[src/rtl/ram_march_bist_if.sv]
// Command/data bus between the March BIST initiator and the dual-port register-file RAM.
interface ram_march_bist_if #(
  parameter int DATA_W    = 10,
  parameter int ADDR_SIZE = 6
);
  logic                 write;
  logic [DATA_W-1:0]    datain;
  logic [ADDR_SIZE-1:0] addr_w;
  logic                 read;
  logic [ADDR_SIZE-1:0] addr_r;
  logic [DATA_W-1:0]    dataout;

  modport master (output write, datain, addr_w, read, addr_r, input dataout);
  modport slave  (input write, datain, addr_w, read, addr_r, output dataout);
endinterface

[src/rtl/ram_march_bist.sv]
// Three-pass March BIST for the register-file RAM: ascending fill, ascending
// read-and-invert, descending check; reports pass, first failure and error count.
module ram_march_bist #(
  parameter int MEM_SIZE  = 6,
  parameter int DATA_W    = 10,
  parameter int ADDR_SIZE = MEM_SIZE,
  parameter int ERR_W     = 8
) (
  input  logic                 clk,
  input  logic                 rst,
  input  logic                 start,
  input  logic [DATA_W-1:0]    pattern,
  ram_march_bist_if.master     ram,
  output logic                 busy,
  output logic                 done,
  output logic                 pass,
  output logic [ADDR_SIZE-1:0] fail_addr,
  output logic [DATA_W-1:0]    fail_data,
  output logic [ERR_W-1:0]     err_count
);

  typedef enum logic [2:0] {IDLE, W_FILL, R_INV, R_CHK, DRAIN, DONE} state_e;

  localparam logic [ADDR_SIZE-1:0] LAST_ADDR = ADDR_SIZE'(MEM_SIZE - 1);

  state_e               state_q, state_d;
  logic [ADDR_SIZE-1:0] addr_q, addr_d;
  logic [DATA_W-1:0]    pat_q;
  logic                 start_acc;

  logic                 write_c, read_c;
  logic [ADDR_SIZE-1:0] addr_w_c, addr_r_c;
  logic [DATA_W-1:0]    datain_c, exp_c;

  logic                 cmp_valid;
  logic [DATA_W-1:0]    cmp_exp;
  logic [ADDR_SIZE-1:0] cmp_addr;

  assign start_acc = start && ((state_q == IDLE) || (state_q == DONE));

  // NOTE: sequential state uses non-blocking assignments so every register
  // samples pre-edge values regardless of statement order.
  always_ff @(posedge clk or posedge rst) begin
    if (rst) begin
      state_q <= IDLE;
      addr_q  <= '0;
      pat_q   <= '0;
    end else begin
      state_q <= state_d;
      addr_q  <= addr_d;
      if (start_acc) pat_q <= pattern;
    end
  end

  // NOTE: every signal written here gets a default first, so no path can
  // leave one unassigned and infer a latch.
  always_comb begin
    state_d  = state_q;
    addr_d   = addr_q;
    write_c  = 1'b0;
    read_c   = 1'b0;
    addr_w_c = '0;
    addr_r_c = '0;
    datain_c = '0;
    exp_c    = '0;
    unique case (state_q)
      IDLE, DONE: begin
        if (start_acc) begin
          state_d = W_FILL;
          addr_d  = '0;
        end
      end
      W_FILL: begin
        write_c  = 1'b1;
        addr_w_c = addr_q;
        datain_c = pat_q;
        if (addr_q == LAST_ADDR) begin
          addr_d  = '0;
          state_d = R_INV;
        end else begin
          addr_d = addr_q + ADDR_SIZE'(1);
        end
      end
      R_INV: begin
        // Same-address read+write: the RAM returns the old word, i.e. the fill pattern.
        write_c  = 1'b1;
        read_c   = 1'b1;
        addr_w_c = addr_q;
        addr_r_c = addr_q;
        datain_c = ~pat_q;
        exp_c    = pat_q;
        if (addr_q == LAST_ADDR) begin
          state_d = R_CHK;
        end else begin
          addr_d = addr_q + ADDR_SIZE'(1);
        end
      end
      R_CHK: begin
        read_c   = 1'b1;
        addr_r_c = addr_q;
        exp_c    = ~pat_q;
        if (addr_q == '0) begin
          state_d = DRAIN;
        end else begin
          addr_d = addr_q - ADDR_SIZE'(1);
        end
      end
      DRAIN:   state_d = DONE;
      default: state_d = IDLE;
    endcase
  end

  assign ram.write  = write_c;
  assign ram.read   = read_c;
  assign ram.addr_w = addr_w_c;
  assign ram.addr_r = addr_r_c;
  assign ram.datain = datain_c;

  assign busy = (state_q != IDLE) && (state_q != DONE);
  assign done = (state_q == DONE);
  assign pass = done && (err_count == '0);

  // Read data arrives one cycle after the strobe, so expectation and address
  // travel alongside it; a cleared valid keeps stale dataout out of the check.
  always_ff @(posedge clk or posedge rst) begin
    if (rst) begin
      cmp_valid <= 1'b0;
      cmp_exp   <= '0;
      cmp_addr  <= '0;
      err_count <= '0;
      fail_addr <= '0;
      fail_data <= '0;
    end else begin
      cmp_valid <= read_c;
      cmp_exp   <= exp_c;
      cmp_addr  <= addr_r_c;
      if (start_acc) begin
        err_count <= '0;
        fail_addr <= '0;
        fail_data <= '0;
      end else if (cmp_valid && (ram.dataout != cmp_exp)) begin
        if (err_count == '0) begin
          fail_addr <= cmp_addr;
          fail_data <= ram.dataout;
        end
        if (!(&err_count)) err_count <= err_count + ERR_W'(1);
      end
    end
  end

endmodule

[src/flat_wrapper.sv]
// flat-port wrapper written by rule: the top's interface ports become plain ports
module ram_march_bist_flat 
#(
  parameter int MEM_SIZE  = 6,
  parameter int DATA_W    = 10,
  parameter int ADDR_SIZE = MEM_SIZE,
  parameter int ERR_W     = 8
)
  (clk, rst, start, pattern, busy, done, pass, fail_addr, fail_data, err_count, ram_write, ram_datain, ram_addr_w, ram_read, ram_addr_r, ram_dataout);
  ram_march_bist_if #(.DATA_W(DATA_W), .ADDR_SIZE(ADDR_SIZE)) ram_i ();
  input  logic clk;
  input  logic rst;
  input  logic start;
  input  logic [DATA_W-1:0] pattern;
  output logic busy;
  output logic done;
  output logic pass;
  output logic [ADDR_SIZE-1:0] fail_addr;
  output logic [DATA_W-1:0] fail_data;
  output logic [ERR_W-1:0] err_count;
  output wire logic [$bits(ram_i.write)-1:0] ram_write;
  output wire logic [$bits(ram_i.datain)-1:0] ram_datain;
  output wire logic [$bits(ram_i.addr_w)-1:0] ram_addr_w;
  output wire logic [$bits(ram_i.read)-1:0] ram_read;
  output wire logic [$bits(ram_i.addr_r)-1:0] ram_addr_r;
  input wire logic [$bits(ram_i.dataout)-1:0] ram_dataout;
  assign ram_write = ram_i.write;
  assign ram_datain = ram_i.datain;
  assign ram_addr_w = ram_i.addr_w;
  assign ram_read = ram_i.read;
  assign ram_addr_r = ram_i.addr_r;
  assign ram_i.dataout = ram_dataout;
  ram_march_bist #(.MEM_SIZE(MEM_SIZE), .DATA_W(DATA_W), .ADDR_SIZE(ADDR_SIZE), .ERR_W(ERR_W)) u_core (.clk(clk), .rst(rst), .start(start), .pattern(pattern), .ram(ram_i), .busy(busy), .done(done), .pass(pass), .fail_addr(fail_addr), .fail_data(fail_data), .err_count(err_count));
endmodule
[config.mk]
export PLATFORM = sky130hd
export DESIGN_NAME = ram_march_bist_flat
export DESIGN_NICKNAME = d
export VERILOG_FILES = /design/src/rtl/ram_march_bist_if.sv /design/src/rtl/ram_march_bist.sv /design/src/flat_wrapper.sv
export SDC_FILE = /design/constraint.sdc
export NUM_CORES = 1
export LEC_CHECK = 0
export ABC_AREA = 0
export BUFFER_PORTS_ARGS = -buffer_cell sky130_fd_sc_hd__buf_2
export CORE_ASPECT_RATIO = 1.4
export CORE_MARGIN = 2
export CORE_UTILIZATION = 50
export CTS_CLUSTER_DIAMETER = 60
export DETAILED_ROUTE_END_ITERATION = 12
export PLACE_DENSITY = 0.75
export SKIP_CTS_REPAIR_TIMING = 1
export SLEW_MARGIN = 20
export SYNTH_ARGS = -nofsm -noshare
export SYNTH_HDL_FRONTEND = slang
export SYNTH_SLANG_ARGS = --single-unit
export TNS_END_PERCENT = 1
[constraint.sdc]
create_clock -name clk -period 3.6 [get_ports clk]
set_clock_uncertainty 0.05 [all_clocks]
set_input_delay 0.36 -clock clk [delete_from_list [all_inputs] [get_ports clk]]
set_output_delay 0.36 -clock clk [all_outputs]
set_load 0.02 [all_outputs]
==> impl_results.md, run 1 <==
- Run status: finished clean
- Synthesis warning total: 0
- Starting Density: 50.8%
- DRC errors left: 0
- Wire length of the first global-routing pass: roughly 13000 um
- Largest net degree at the start of global routing: 33
- Number of antenna violations at the first check in global routing: 0
- Post-Place Cell Area: 0.00366 mm^2
- Reg-to-reg startpoint: u_core.state_q[2]
- Final setup violating endpoints: 0
- Worst-case hold slack: about 0.055 ns
- Unrepaired setup endpoints after global routing: no
- Share of the core filled with cells in the final layout: around 60%
- Final period util: between 70% and 80%
- Peak Freq: 350 MHz
- Worst-Skew Late Latency: about 0.34 ns
- Final std cell area, no fill: roughly 0.0039 mm^2
- Post-Syn Area per Cell: between 8 and 9 um^2
- Arrival time reported for the critical path endpoint: 2.45 ns
- Number of sinks driven by the clock tree: 60
- Htree depth: 3
- Final WS setup: between 0.7 and 0.8 ns
- Number of nets still failing antenna checks after routing: 0
- Largest fanout on the critical path: 18
- Required time at the endpoint of the critical path: 3.19 ns
- Most used flip-flop cell after synthesis: sky130_fd_sc_hd__dfrtp_1
- Proportion of synthesized flip-flops having asynchronous set or reset: 100%
- Number of enable-type register cells in the synthesized netlist: 0
- Flip-flop and latch count after synthesis: 60
- Number of I/O pins: 74
- Net count of the finished layout: around 480
- Number of nets produced by synthesis: between 400 and 500
- Unique cell type count in the Yosys netlist: 54
- Worst setup SP type: flip-flop
- Final setup TNS: 0 ns
- Core Region: ~0.0065 mm^2
- DR vias/cell: 5.62
- CTS max path bufs: 2
- Vias in the first global route: around 2700
- Share of final-layout standard cells stronger than drive strength 1: between 20 and 25%
- Post-layout min period: 2.86 ns
- Register share of total power: a little over a third
- Leading area contributor after synthesis: sky130_fd_sc_hd__dfrtp_1
- Number of rows created at floorplan: 35
- Cell area power density: between 800 and 900 mW/mm^2
- DRC violation total after the first TritonRoute iteration: approximately 250
- Count of TritonRoute iterations in the first routing pass: 5
- I/O Buffers: 73
- Die ar.: 0.00726 mm^2
- PnR Total Power: around 3.4 mW
- CTS tree: done
- Routed Wire Length: about 7500 um
- Residual overflow from global routing: 0
- Max-capacitance violation count: 0
- Share of power burned in the clock network: between 10% and 20%
- Total net switching power: 1.50 mW
- Measured slew at the worst slew-check pin: 0.866 ns
- Layout Cells excl Fill: 526
- Crit Path Category: flip-flop to primary output
- Total Routing Usage GR: 22.0%
- Seq/Total Area, Yosys: a little under half
- Worst R2R End: u_core.fail_data[7]
- Type of destination of the critical path: primary output
- Cells after Synth: between 300 and 400
- R2R depth: 5
- Path class of the lowest-slack min-delay path: input pin to async pin
- Post-synthesis instance area: around 0.0033 mm^2
- Antenna diode instance count: 0
- Max_slew headroom: a little over two fifths
- Clock root buffer: sky130_fd_sc_hd__clkbuf_8
- CTS clock-pin slew for the worst setup and hold paths: approximately 0.070 ns
- Pint: roughly 1.9 mW
- Max rail drop VDD: just under 0.5 mV
- Switching power as a share of total power: 43.9%
- Post-DP HPWL: ~5500 um
- Area share of the largest cell type after synthesis: between 40% and 50%
- Number of pins with negative max-slew slack in the final report: 0
- Reported leakage power: between 1.5 and 2 nW
- Width of the chip: approximately 73 um
- Number of fill cells in the layout: between 500 and 600
- Clock buffers created by TritonCTS: 9
- Cell types occupying the most area after synthesis: sky130_fd_sc_hd__dfrtp_1 (46%), sky130_fd_sc_hd__nand2_1 (7.5%), sky130_fd_sc_hd__nor2_1 (5.2%)
- Average wire per cell in the routed design: 14.3 um
- Worst reg2reg setup slack: about 0.97 ns
- Global placer's final weighted congestion: around 0.9
- Cells after DPL: between 500 and 600
- Share of power burned in combinational logic: approximately 44%
- Final hold violation count: 0
- Area added between synthesis and finish: 17.9%
- Height of the die: ~100 um
- Number of vias after detailed routing: just under 3000
- Setup WS pre-CTS: 0.949 ns
[flip-flops by register name, indices dropped and copies added (netlist names)]
register,count
u_core.pat_q,10
u_core.cmp_addr,6
u_core.addr_q,6
u_core.fail_data,10
u_core.cmp_valid,1
u_core.cmp_exp,10
u_core.err_count,8
u_core.state_q,3
u_core.fail_addr,6
[worst max-delay path, cell delays in order (launching register included)]
cell and delay (ns):
sky130_fd_sc_hd__dfrtp_1 0.80, sky130_fd_sc_hd__inv_1 0.17, sky130_fd_sc_hd__nor2_1 0.68, sky130_fd_sc_hd__a21oi_1 0.16, sky130_fd_sc_hd__nor2_1 0.12, sky130_fd_sc_hd__buf_2 0.18
[cells by family after synthesis]
| logic type | Yosys count | synth area share [%] |
|---|---|---|
| AOI/OAI and AO/OA | 74 | 14.5 |
| xor gates and xnor gates | 23 | 6.11 |
| adders and majority gates | 7 | 2.58 |
| buffers and inverters | 41 | 5.16 |
| DFF | 60 | 45.6 |
| muxes | 2 | 0.646 |
| and+or+nand+nor | 182 | 25.4 |
[routing by layer]
metal,vias to the layer above,global-route usage [%],wire length (um)
li1,1451,-,-
met1,1397,28.7,3220
met2,94,36.3,3820
met3,13,4.12,375
met4,0,7.83,125
met5,-,0,0
[placed cells by master, fill, tap and decap left out, drive strengths merged, types with 11 or more instances in the layout]
master	instances
o21ai	18
clkbuf	11
xnor2	12
nand2	66
buf	77
inv	11
dfrtp	60
a21oi	21
nand3	28
xor2	11
and2	12
nor2	46
[synth_stat cells, types with 2 or more instances]
cell type,instances
sky130_fd_sc_hd__nand2_1,66
sky130_fd_sc_hd__dfrtp_1,60
sky130_fd_sc_hd__nor2_1,46
sky130_fd_sc_hd__nand3_1,28
sky130_fd_sc_hd__a21oi_1,21
sky130_fd_sc_hd__clkbuf_1,18
sky130_fd_sc_hd__o21ai_0,17
sky130_fd_sc_hd__xnor2_1,12
sky130_fd_sc_hd__and2_1,11
sky130_fd_sc_hd__inv_1,11
sky130_fd_sc_hd__xor2_1,11
sky130_fd_sc_hd__buf_2,6
sky130_fd_sc_hd__ha_1,6
sky130_fd_sc_hd__o31ai_1,6
sky130_fd_sc_hd__or4_1,5
sky130_fd_sc_hd__a31oi_1,4
sky130_fd_sc_hd__nand4_1,4
sky130_fd_sc_hd__nor3_1,4
sky130_fd_sc_hd__nor4_1,4
sky130_fd_sc_hd__buf_1,3
sky130_fd_sc_hd__nand2b_1,3
sky130_fd_sc_hd__or3_1,3
sky130_fd_sc_hd__a21boi_0,2
sky130_fd_sc_hd__a22o_1,2
sky130_fd_sc_hd__a311oi_1,2
sky130_fd_sc_hd__a31o_2,2
sky130_fd_sc_hd__and3_1,2
sky130_fd_sc_hd__buf_4,2
sky130_fd_sc_hd__nor4b_1,2
sky130_fd_sc_hd__o211ai_1,2
[worst max-delay path by stage]
stage | to | startpoint | slack (ns)
after CTS | ram_datain[4] | u_core.state_q[0] | 0.71
after global placement | u_core.fail_data[6] | u_core.state_q[2] | 1.02
after detailed placement | u_core.fail_data[7] | u_core.state_q[2] | 0.95
after floorplan | ram_addr_w[0] | u_core.state_q[1] | 1.55
final | ram_datain[4] | u_core.state_q[0] | 0.74
after global routing | ram_datain[1] | u_core.state_q[0] | 0.50
[power groups by stage]
stage          clock [mW]  combinational, mW  sequential (mW)
5_1_grt             0.712               1.68             1.30
3_3_place_gp            0               1.47             1.25
6_report            0.672               1.50             1.25
4_1_cts             0.681               1.50             1.25
2_1_floorplan           0               1.09             1.23
3_5_place_dp            0               1.50             1.26
[final cells by class]
class / instances / area [um^2] / area share, %
repair buffers: 77 / 395 / 10.2
inverters: 11 / 41.3 / 1.06
clock inverters: 5 / 75.1 / 1.93
multi-input cells: 288 / 1640 / 42.2
clock buffers: 11 / 141 / 3.64
flip-flops and latches: 60 / 1500 / 38.6
well taps: 74 / 92.6 / 2.38
Power figures use the tool's default switching activity.
==> inputs of run 2 (changes only) <==
==> constraint.sdc (replaced) <==
create_clock -name clk -period 2.9 [get_ports clk]
set_clock_uncertainty 0.05 [all_clocks]
set_input_delay 0.29 -clock clk [delete_from_list [all_inputs] [get_ports clk]]
set_output_delay 0.29 -clock clk [all_outputs]
set_load 0.02 [all_outputs]
==> run 2 against run 1 <==
Effect of this change:
- register-to-register slack got worse by 0.38 ns
- non-clock buffer count rose by 6
- die area did not move
- cell area rose by 0.32%
- sequential power rose by 23%
- total power rose by 22%
- wire length fell by 0.41%
- combinational power rose by 27%
- critical endpoint is now ram_addr_w[1]
==> impl_results.md, run 2 (same netlist as run 1, synthesis figures left out) <==
- Run status: finished clean (unchanged)
- Worst min-delay path startpoint: pattern[6]
- Die ar.: 0.00726 mm^2 (unchanged)
- Met1 wire length: 3370 um (was 3220 um)
- Required time at the endpoint of the critical path: 2.56 ns (was 3.19 ns)
- Height of the die: 100 um (unchanged)
- Global placer's final weighted congestion: 0.888 (was 0.905)
- Largest fanout on the critical path: 18 (unchanged)
- Dominant delay contributor by cell family on the critical path: flip-flops (unchanged)
- Number of nets still failing antenna checks after routing: 0 (unchanged)
- Clock root buffer: sky130_fd_sc_hd__clkbuf_8 (unchanged)
- Routed wire length on met2: 3680 um (was 3820 um)
- Max-capacitance violation count: 0 (unchanged)
- DR WL met3: 375 um (unchanged)
- Worst R2R End: u_core.addr_q[2] (was u_core.fail_data[7])
- Most common cell after layout, fill and taps aside: sky130_fd_sc_hd__buf_2 (unchanged)
- Final setup TNS: 0 ns (unchanged)
- Reported leakage power: 1.96 nW (about the same)
- DR vias/cell: 5.51 (was 5.62)
- Final std cell area, no fill: 0.00390 mm^2 (was 0.00388 mm^2)
- Average wire per cell in the routed design: 14.1 um (was 14.3 um)
- Unrepaired setup endpoints after global routing: no (unchanged)
- Net count of the finished layout: 482 (was 476)
- Worst setup SP type: flip-flop (unchanged)
- Residual overflow from global routing: 0 (unchanged)
- DRC violation total after the first TritonRoute iteration: 168 (was 246)
- CTS tree: done (unchanged)
- Area added between synthesis and finish: 18.3% (was 17.9%)
- Starting Density: 50.8% (unchanged)
- Post-DP HPWL: 5270 um (was 5450 um)
- Count of TritonRoute iterations in the first routing pass: 5 (unchanged)
- Arrival time reported for the critical path endpoint: 2.26 ns (was 2.45 ns)
- Cells after DPL: 516 (was 510)
- Post-Place Cell Area: 0.00370 mm^2 (was 0.00366 mm^2)
- Wire length of the first global-routing pass: 12500 um (was 12700 um)
- Vias in the first global route: 2701 (was 2711)
- Reg-to-reg startpoint: u_core.addr_q[1] (was u_core.state_q[2])
- Worst path slowest cell: sky130_fd_sc_hd__dfrtp_1 (unchanged)
- Clock buffers created by TritonCTS: 9 (unchanged)
- Measured slew at the worst slew-check pin: 0.750 ns (was 0.866 ns)
- Path class of the lowest-slack min-delay path: input pin to flip-flop (was input pin to async pin)
- Final hold violation count: 0 (unchanged)
- Worst reg2reg setup slack: 0.59 ns (was 0.97 ns)
- Worst-Skew Late Latency: 0.33 ns (was 0.34 ns)
- I/O Buffers: 73 (unchanged)
- Top flop regs: u_core.cmp_exp x10, u_core.fail_data x10, u_core.pat_q x10 (unchanged)
- Capture endpoint of the worst hold path: u_core.pat_q[6]
- Antenna diode instance count: 0 (unchanged)
- R2R depth: 7 (was 5)
- Routed Wire Length: 7510 um (was 7540 um)
- CTS max path bufs: 2 (unchanged)
- Commonest non-fill, non-tap cells in the layout: sky130_fd_sc_hd__buf_2 (73), sky130_fd_sc_hd__nand2_1 (66), sky130_fd_sc_hd__dfrtp_1 (60) (unchanged)
- PnR Total Power: 4.19 mW (was 3.42 mW)
- Layout Cells excl Fill: 531 (was 526)
- DRC errors left: 0 (unchanged)
- Htree depth: 3 (unchanged)
- Number of vias after detailed routing: 2925 (was 2955)
- Number of rows created at floorplan: 35 (unchanged)
- Peak Freq: 385 MHz
- Type of destination of the critical path: primary output (unchanged)
- Final period util: around nine tenths
- WHS Path Cells: 3
- Width of the chip: 72.6 um (unchanged)
- Post-layout min period: approximately 2.6 ns
- Max_slew headroom: 49.5% (was 41.7%)
- Number of sinks driven by the clock tree: 60 (unchanged)
- Cell-by-cell listing of the critical path: inv_1, nand2_1, a21oi_1, and2_2, buf_2 (was inv_1, nor2_1, a21oi_1, nor2_1, buf_2)
- Crit Path Category: flip-flop to primary output (unchanged)
- Largest net degree at the start of global routing: 61 (was 33)
- Total Routing Usage GR: 21.9% (was 22.0%)
- Number of I/O pins: 74 (unchanged)
- Core Region: 0.00648 mm^2 (unchanged)
- Number of pins with negative max-slew slack in the final report: 0 (unchanged)
- Final setup violating endpoints: 0 (unchanged)
- CP peak stage delay: 0.57 ns (was 0.80 ns)
- Highest layer used for signal routing: met4 (unchanged)
- Cell area power density: 1070 mW/mm^2 (was 880 mW/mm^2)
- Number of antenna violations at the first check in global routing: 0 (unchanged)
- Buffers plus inverters on the worst setup path: 2 (unchanged)
- Share of final-layout standard cells stronger than drive strength 1: 22.5% (was 22.1%)
- Max rail drop VDD: 0.392 mV (was 0.480 mV)
- CTS clock-pin slew for the worst setup and hold paths: 0.07 ns (about the same)
[run 2: cell types whose count changed in the layout (fill, tap and decap cells not counted)]
cell                        before  now
sky130_fd_sc_hd__bufinv_16       2    1
sky130_fd_sc_hd__buf_4           4   10
sky130_fd_sc_hd__clkinv_2        3    1
sky130_fd_sc_hd__clkbuf_1        1    3
[run 2: metrics by stage]
step / hold slack, ns / util (%) / setup WS [ns]
final: 0.0949 / 60.1 / 0.305
after global routing: 0.0830 / 60.1 / 0.154
after CTS: 0.0837 / 60.0 / 0.352
after detailed placement: 0.409 / 57.2 / 0.436
after global placement: 0.400 / 57.2 / 0.587
after floorplan: 0.345 / - / 0.903
[run 2: where the power goes]
part / internal, mW / leakage (nW) / total (mW) / switching (mW)
Sequential: 1.16 / 0.786 / 1.54 / 0.379
Clock: 0.416 / 0.0935 / 0.732 / 0.316
Combinational: 0.752 / 1.09 / 1.91 / 1.16
[run 2: area by class of cell]
| class | instances | area [um^2] |
|---|---|---|
| Timing Repair Buffer | 83 | 440 |
| Tap cell | 74 | 92.6 |
| Multi-Input combinational cell | 288 | 1640 |
| Clock inverter | 2 | 35.0 |
| Sequential cell | 60 | 1500 |
| Fill cell | 562 | 2580 |
| Clock buffer | 13 | 149 |
| Inverter | 11 | 41.3 |
[run 2: how the worst max path moves through the flow]
stage,to,from,cells after the start
finish,ram_addr_w[1],u_core.state_q[1],5
global route,ram_addr_w[1],u_core.state_q[1],5
CTS,ram_addr_w[1],u_core.state_q[1],5
detailed placement,u_core.fail_data[1],u_core.err_count[0],6
global placement,u_core.fail_data[6],u_core.err_count[0],6
floorplan,u_core.addr_q[0],u_core.addr_q[1],8
[run 2: per-layer routing]
layer | up-vias | global-route usage (%)
met5 | - | 0
met4 | 0 | 6.70
met3 | 8 | 5.52
met2 | 92 | 34.9
met1 | 1367 | 29.2
li1 | 1458 | -
[run 2: worst min-delay path, stage by stage]
cell	delay (ns)
sky130_fd_sc_hd__buf_2	0.07
sky130_fd_sc_hd__nand2_1	0.04
sky130_fd_sc_hd__nand2_1	0.04
